==> src/rtl/bcd_counter_ndigit_pkg.sv <==
// Shared BCD nibble type, decade limits and nibble helpers for the N-digit counter.
// Pure definitions: no latency; no flow control.
package bcd_counter_pkg;

    typedef logic [3:0] bcd_t;

    localparam bcd_t BCD_MAX = 4'd9;
    localparam bcd_t BCD_MIN = 4'd0;

    // Codes 10..15 are not decimal digits; they collapse to zero on load.
    function automatic bcd_t bcd_sanitize(input bcd_t v);
        return (v > BCD_MAX) ? BCD_MIN : v;
    endfunction

    function automatic bcd_t bcd_step(input bcd_t v, input logic up);
        bcd_t r;
        if (up) r = (v >= BCD_MAX) ? BCD_MIN : v + 4'd1;
        else    r = (v == BCD_MIN || v > BCD_MAX) ? BCD_MAX : v - 4'd1;
        return r;
    endfunction

endpackage

==> src/rtl/bcd_counter_ndigit_if.sv <==
// Control/status bundle of the N-digit BCD counter.
// Wires only: no latency; no backpressure.
interface bcd_counter_ndigit_if #(
    parameter int DIGITS = 4
);
    logic                  pause;
    logic                  up;
    logic                  load;
    logic [4*DIGITS-1:0]   d;
    logic [4*DIGITS-1:0]   q;
    logic                  tc;
    logic                  wrap;
    logic                  ld_err;

    modport master (
        output pause, up, load, d,
        input  q, tc, wrap, ld_err
    );

    modport slave (
        input  pause, up, load, d,
        output q, tc, wrap, ld_err
    );
endinterface

==> src/rtl/bcd_counter_ndigit_digit_cell.sv <==
// One BCD decade: sanitising parallel load, or +/-1 step when enabled and carried into.
// Latency: 1 clk to q_o; no backpressure.
module bcd_digit_cell
    import bcd_counter_pkg::*;
(
    input  logic clk,
    input  logic clr_n,
    input  logic en,
    input  logic up,
    input  logic ld,
    input  bcd_t d_i,
    input  logic ci,
    output bcd_t q_o,
    output logic co
);

    bcd_t q_nxt;

    always_comb begin
        q_nxt = q_o;
        if (ld)
            q_nxt = bcd_sanitize(d_i);
        else if (en && ci)
            q_nxt = bcd_step(q_o, up);
    end

    always_ff @(posedge clk or negedge clr_n) begin
        if (!clr_n)
            q_o <= BCD_MIN;
        else
            q_o <= q_nxt;
    end

    // Carry when counting up, borrow when counting down.
    assign co = up ? (q_o == BCD_MAX) : (q_o == BCD_MIN);

endmodule

==> src/rtl/bcd_counter_ndigit.sv <==
// N-decade up/down BCD counter with load, pause, wrap/saturate and status flags.
// Latency: 1 clk to q, wrap, ld_err (tc combinational); no backpressure.
module bcd_counter_ndigit
    import bcd_counter_pkg::*;
#(
    parameter int DIGITS   = 4,
    parameter bit SATURATE = 1'b0
) (
    input  logic                 clk,
    input  logic                 clr_n,
    bcd_counter_ndigit_if.slave  bus
);

    logic [DIGITS-1:0]   co;
    logic [DIGITS-1:0]   ci;
    logic [4*DIGITS-1:0] q_int;
    logic                at_term;
    logic                cnt_en;
    logic                d_bad;
    logic                wrap_q;
    logic                ld_err_q;

    // At terminal every decade is presenting its carry/borrow at once.
    assign at_term = &co;
    assign cnt_en  = ~bus.pause & ~(SATURATE & at_term);

    genvar k;
    generate
        for (k = 0; k < DIGITS; k++) begin : g_digit
            if (k == 0) begin : g_lsd
                assign ci[k] = 1'b1;
            end else begin : g_upper
                assign ci[k] = ci[k-1] & co[k-1];
            end

            bcd_digit_cell u_cell (
                .clk   (clk),
                .clr_n (clr_n),
                .en    (cnt_en),
                .up    (bus.up),
                .ld    (bus.load),
                .d_i   (bus.d[4*k +: 4]),
                .ci    (ci[k]),
                .q_o   (q_int[4*k +: 4]),
                .co    (co[k])
            );
        end
    endgenerate

    always_comb begin
        d_bad = 1'b0;
        for (int i = 0; i < DIGITS; i++) begin
            if (bus.d[4*i +: 4] > BCD_MAX)
                d_bad = 1'b1;
        end
    end

    always_ff @(posedge clk or negedge clr_n) begin
        if (!clr_n) begin
            wrap_q   <= 1'b0;
            ld_err_q <= 1'b0;
        end else begin
            ld_err_q <= bus.load & d_bad;
            wrap_q   <= ~bus.load & ~bus.pause & at_term & ~SATURATE;
        end
    end

    assign bus.q      = q_int;
    assign bus.tc     = at_term & ~bus.pause;
    assign bus.wrap   = wrap_q;
    assign bus.ld_err = ld_err_q;

endmodule
==> src/flat_wrapper.sv <==
// flat-port wrapper written by rule: the top's interface ports become plain ports
module bcd_counter_ndigit_flat import bcd_counter_pkg::*;
#(
    parameter int DIGITS   = 4,
    parameter bit SATURATE = 1'b0
)
  (clk, clr_n, bus_pause, bus_up, bus_load, bus_d, bus_q, bus_tc, bus_wrap, bus_ld_err);
  bcd_counter_ndigit_if #(.DIGITS(DIGITS)) bus_i ();
  input  logic clk;
  input  logic clr_n;
  input wire logic [$bits(bus_i.pause)-1:0] bus_pause;
  input wire logic [$bits(bus_i.up)-1:0] bus_up;
  input wire logic [$bits(bus_i.load)-1:0] bus_load;
  input wire logic [$bits(bus_i.d)-1:0] bus_d;
  output wire logic [$bits(bus_i.q)-1:0] bus_q;
  output wire logic [$bits(bus_i.tc)-1:0] bus_tc;
  output wire logic [$bits(bus_i.wrap)-1:0] bus_wrap;
  output wire logic [$bits(bus_i.ld_err)-1:0] bus_ld_err;
  assign bus_i.pause = bus_pause;
  assign bus_i.up = bus_up;
  assign bus_i.load = bus_load;
  assign bus_i.d = bus_d;
  assign bus_q = bus_i.q;
  assign bus_tc = bus_i.tc;
  assign bus_wrap = bus_i.wrap;
  assign bus_ld_err = bus_i.ld_err;
  bcd_counter_ndigit #(.DIGITS(DIGITS), .SATURATE(SATURATE)) u_core (.clk(clk), .clr_n(clr_n), .bus(bus_i));
endmodule
==> config.mk <==
export PLATFORM = sky130hd
export DESIGN_NAME = bcd_counter_ndigit_flat
export DESIGN_NICKNAME = d
export VERILOG_FILES = /design/src/rtl/bcd_counter_ndigit_pkg.sv /design/src/rtl/bcd_counter_ndigit_if.sv /design/src/rtl/bcd_counter_ndigit_digit_cell.sv /design/src/rtl/bcd_counter_ndigit.sv /design/src/flat_wrapper.sv
export SDC_FILE = /design/constraint.sdc
export NUM_CORES = 1
export LEC_CHECK = 0
export ABC_AREA = 1
export BUFFER_PORTS_ARGS = -buffer_cell sky130_fd_sc_hd__buf_2
export CAP_MARGIN = 20
export CORE_ASPECT_RATIO = 1.1
export CORE_UTILIZATION = 47
export CTS_BUF_LIST = sky130_fd_sc_hd__clkbuf_4
export CTS_CLUSTER_DIAMETER = 100
export CTS_CLUSTER_SIZE = 14
export DETAILED_ROUTE_END_ITERATION = 10
export PLACE_DENSITY = 0.7
export SETUP_SLACK_MARGIN = 0.2
export SYNTH_ARGS = -nofsm -noshare
export SYNTH_HDL_FRONTEND = slang
export SYNTH_SLANG_ARGS = --single-unit
==> constraint.sdc <==
create_clock -name clk -period 2.2 [get_ports clk]
set_input_delay 0.22 -clock clk [delete_from_list [all_inputs] [get_ports clk]]
set_output_delay 0.22 -clock clk [all_outputs]
set_load 0.03 [all_outputs]
Yosys cells after proc, flatten, opt, wreduce, memory -nomap -nowiden:

Index checks and enable logic that the tools add are counted.
Widths: inputs -> output; s select.

* bits in registers: 18
* bits in read-only memories: 0
* word-level logic and storage cells: 86
* latch bits: 0
* memories kept: 0
* memory bits (writable): 0

* multiplexer cells: 32
* shift-type cells: 0
* divide/modulo/power cells: 0
* eq/ne operators: 5
* add/sub/neg operators: 8
* reduce and logical (&&, ||, !) cells: 15
* $lt $le $gt $ge: 12
* bitwise operators: 8
* multiply operators: 0

Operators by type and width (number)
* $mux 4: 24
* $gt 4x4->1 const B: 8
* $add 4x1->4 const B: 4
* $eq 4x4->1 const B: 4
* $ge 4x4->1 const B: 4
* $logic_not 4->1: 4
* $sub 4x1->4 const B: 4
* $mux 1: 8
* $and 1x1->1: 6
* $reduce_bool 2->1: 3
* $logic_or 1x1->1: 4
* $reduce_and 4->1: 1
* $logic_and 1x1->1: 3
* $ne 2x1->1 const B: 1
* $not 1->1: 2

Depth between registers and ports, before layout:

* depth after elaboration: 7
* depth in mapped cells: 13
* gate-level depth less buffers: 13

Modules after synthesis:

A second synthesis with hierarchy kept.

* cells, all modules: 272
* area total of the unflattened synthesis: 1978.1 um2

By module, submodules not included
* bcd_digit_cell: area an instance 459.2 um2, cells an instance 63, instances 4
* bcd_counter_ndigit: area an instance 141.4 um2, cells an instance 20, instances 1

Worst setup path after synthesis:

OpenSTA, ideal clock, no wires.

* kind: register -> output
* from: reg u_core.g_digit[0].u_cell.q_o[0]
* to: out bus_tc
* cell stages (with the launch flop): 9
* path slack: 159 ps
* arrival time: 1821 ps
* path through: dfrtp_1 inv_1 ha_1 nand3_2 nand2_1 inv_2 nor2_4 nand3b_4 nor2_1

* word-level cells in the longest chain between the ends: 4

Ends and longest elaborated chain
* start: declaration: RTL line bcd_counter_ndigit_digit_cell.sv:13 `output bcd_t q_o,`
* start signal: assignment: RTL line bcd_counter_ndigit_digit_cell.sv:31 `q_o <= q_nxt;`
* $eq 4x4->1 or $logic_not 4->1 (tied branches): RTL line bcd_counter_ndigit_digit_cell.sv:35 `assign co = up ? (q_o == BCD_MAX) : (q_o == BCD_MIN);`
* $mux 1 *: RTL line bcd_counter_ndigit_digit_cell.sv:35
* $reduce_and 4->1 *: RTL line bcd_counter_ndigit.sv:24 `assign at_term = &co;`
* $and 1x1->1 *: RTL line bcd_counter_ndigit.sv:69 `assign bus.tc = at_term & ~bus.pause;`
* end: declaration: RTL line flat_wrapper.sv:16 `output wire logic [$bits(bus_i.tc)-1:0] bus_tc;`

Every way passes the cells marked *; elsewhere a longest branch is shown, timed or not.

Final worst setup path:

Ends and elaborated chain as after synthesis.

==> results.cfg <==
[status]
outcome = finished, final reports clean

[setup_path]
worstSetupPathType = reg -> out
crit-reg2reg-capture = u_core.g_digit[2].u_cell.q_o[0]
critical_path.n_buffers_inverters = 3
regToRegStartpoint = u_core.g_digit[0].u_cell.q_o[2]
critical_path.startpoint_type = flip-flop
timing.critical_path.to_type = output port
cell_chain_of_the_critical_path = inv_4 -> ha_4 -> nand3_4 -> nand2_2 -> inv_2 -> nor2_4 -> nand3b_4 -> nor2_4 -> buf_6
crit_fanout = 5
crit_path_frequent_cell = sky130_fd_sc_hd__nor2_4
critical_path_max_stage_delay_ps = 470
reg2reg_setup_slack_ps = 520
number_of_cells_traversed_by_the_worst_register_to_register_path = 10
crit_family = simple AND/OR/NAND/NOR gates
crit_start = u_core.g_digit[0].u_cell.q_o[0]
cp.arrival_ps = 1730
timing.critical_path.required_ps = 1980
worst_path_max_delay_cell = sky130_fd_sc_hd__dfrtp_2

[sta]
final-hold-violation-count = 0
setup_viol = 0
layout_min_cycle_time_ps = 1950
unrepaired_setup_endpoints_after_global_routing = yes
slew_viol_final = 0
finalClockSkew_ps = 5.45
fmax_mhz = 512
finalCritPeriodShare = 0.887
slew_headroom = 0.656
totalNegativeSetupSlack_ps = 0
worst-slew-pin-transition_ps = 510

[global_routing]
first_global_vias = 1796
antenna_found_initial = 0
grt_first_pass_wirelength_mm = 7.54
global_route.overflow_total = 0
groute.usage.overall = 0.238
largest_net_degree_at_the_start_of_global_routing = 24

[die]
ios = 40
chipHeight_um = 67.5
core_area_mm2 = 0.00368
dieArea_mm2 = 0.00416
floorplan.rows = 23
fp.dieW_um = 61.6
start_util = 0.498

[power]
vdd_drop_max_mv = 0.423
leakage_nw = 1.29
p_per_area_mw_per_mm2 = 816

[synth]
synth_area_mm2 = 0.00183
postSynthCellCount = 283
syn-mean-instance-area_um2 = 6.48
synth_cell_types = 36
synthesis.nets = 316
yosys_register_bits = 18
yosysWarnings = 0
synth_sequential_area_ratio = 0.246

[routing]
vias_per_cell = 5.17
detail-route-antenna-nets = 0
post-route-drc-count = 0
routed_wl_mm = 4.73
initialDrtViolationCount = 117
detailroute.via_count = 2022
detail_route.first_pass.iterations = 4
wl_per_cell_um = 12.1

[cells_and_area]
area.sequential_um2 = 454
fin_nets = 375
most_frequent_standard_cell_in_the_layout_excluding_fill_and_tap_cells = sky130_fd_sc_hd__nand2_1
num_antenna_cells = 0
area.growth.synth_to_final_pct = 29.0
top_library_cells_by_usage_in_the_layout_fill_and_taps_aside = sky130_fd_sc_hd__nand2_1, sky130_fd_sc_hd__nand3_1, sky130_fd_sc_hd__buf_2
drive_above_1_share = 0.314
multi_input_comb_area_mm2 = 0.00132
finish.cell_count_without_fillers = 391
layout.filler_cells = 372

[worst_hold_path]
min_delay_path_depth = 3
min_path_type = in -> reg
worstHoldStart = bus_d[4]
worst_hold_path.endpoint = u_core.g_digit[1].u_cell.q_o[0]

[clocking]
cts_tree = yes
clock_tree.root_cell = sky130_fd_sc_hd__clkbuf_4
cts.clk_slew.worst_paths_ps = 120
clock_latency_late_sink_ps = 300
cts_inserted_buffers = 3
htree_levels = 1
number_of_sinks_on_the_clock_net = 18
clock_path_buffers = 2

[placed_design]
buffer_ports.inserted = 39
dp_cells = 364
gpl.final_weighted_congestion = 0.902
half_perimeter_wire_length_after_placement_mm = 3.27

[flow_run]
drv_cap = 0
[cell families after synthesis]
family | Yosys count | synth area share
and+or+nand+nor | 168 | 0.406
buffers and inverters | 41 | 0.0948
AOI/OAI and AO/OA | 31 | 0.110
DFF | 18 | 0.246
xor gates and xnor gates | 13 | 0.0621
adders and majority gates | 12 | 0.0819
[stage by stage]
stage           util  power, mW  hold WS (ps)  setup WS, ps  area (µm²)
2_1_floorplan      -       1.28         -75.6           292        1840
3_3_place_gp   0.555       1.49           199           357        2050
3_5_place_dp   0.555       1.50           201           302        2050
4_1_cts        0.600       1.79           173           203        2210
5_1_grt        0.642       2.11           200           152        2370
6_report       0.642       1.93           180           248        2370
[worst register-to-register path: cells and delay by family, from the launching register on]
family	cells	cell delay, ps
flops	1	530
simple gates	5	420
buf+inv	3	380
compound gates	2	240
[layer usage]
metal / share of wire / wire length (µm) / global-route usage
met1: 0.45 / 2110 / 0.313
met2: 0.50 / 2380 / 0.410
met3: 0.041 / 192 / 0.0211
met4: 0.011 / 53 / 0.0694
met5: 0 / 0 / 0
[repair_timing]
| item | CTS | global route |
|---|---|---|
| gates resized for setup | 10 | 24 |
| endpoints found under the hold margin | 18 | 0 |
| buffers inserted | 13 | 9 |
| setup endpoints to repair | 1 | 1 |
| pin swaps | 3 | 10 |
| hold buffers | 1 | 0 |
[area by class of cell]
cell class                      instances  area share
Clock inverter                          1     0.00159
Inverter                               33      0.0539
Clock buffer                            3     0.00952
Timing Repair Buffer                   62       0.161
Tap cell                               50      0.0264
Multi-Input combinational cell        224       0.556
Sequential cell                        18       0.192
[how the worst max path moves through the flow]
stage	endpoint	slack (ps)	cells after the start
6_report	bus_tc	250	9
5_1_grt	bus_tc	150	9
4_1_cts	bus_tc	200	9
3_5_place_dp	bus_tc	300	9
3_3_place_gp	bus_tc	360	9
2_1_floorplan	bus_tc	290	8
[registers in the layout, summed over array words and instances, names as in the netlist]
name and flops:
u_core.g_digit.u_cell.q_o 16, u_core.bus.ld_err 1, u_core.bus.wrap 1
[cells in the mapped netlist (all sizes together)]
| master | number | area (µm²) |
|---|---|---|
| nand2 | 100 | 388 |
| o22ai | 1 | 6.26 |
| a31oi | 3 | 18.8 |
| a21o | 1 | 7.51 |
| o211ai | 1 | 7.51 |
| a22oi | 1 | 7.51 |
| ha | 12 | 150 |
| nand3b | 1 | 20.0 |
| nand3 | 46 | 240 |
| nand4 | 2 | 12.5 |
| nor2 | 17 | 73.8 |
| clkbuf | 3 | 12.5 |
| o21ai | 13 | 80.1 |
| a21oi | 10 | 65.1 |
| clkinv | 1 | 5.00 |
| buf | 5 | 36.3 |
| xnor2 | 4 | 35.0 |
| nor3 | 2 | 10.0 |
| xor2 | 9 | 78.8 |
| inv | 32 | 120 |
| dfrtp | 18 | 450 |
| a41oi | 1 | 8.76 |
[report_power, final]
group	internal (mW)	switching [mW]	total (mW)	leakage (nW)
registers	0.399	0.0997	0.499	0.223
logic	0.507	0.741	1.25	1.05
clock network	0.0662	0.118	0.184	0.0154
Note: power is estimated with default switching activity, not from simulation.
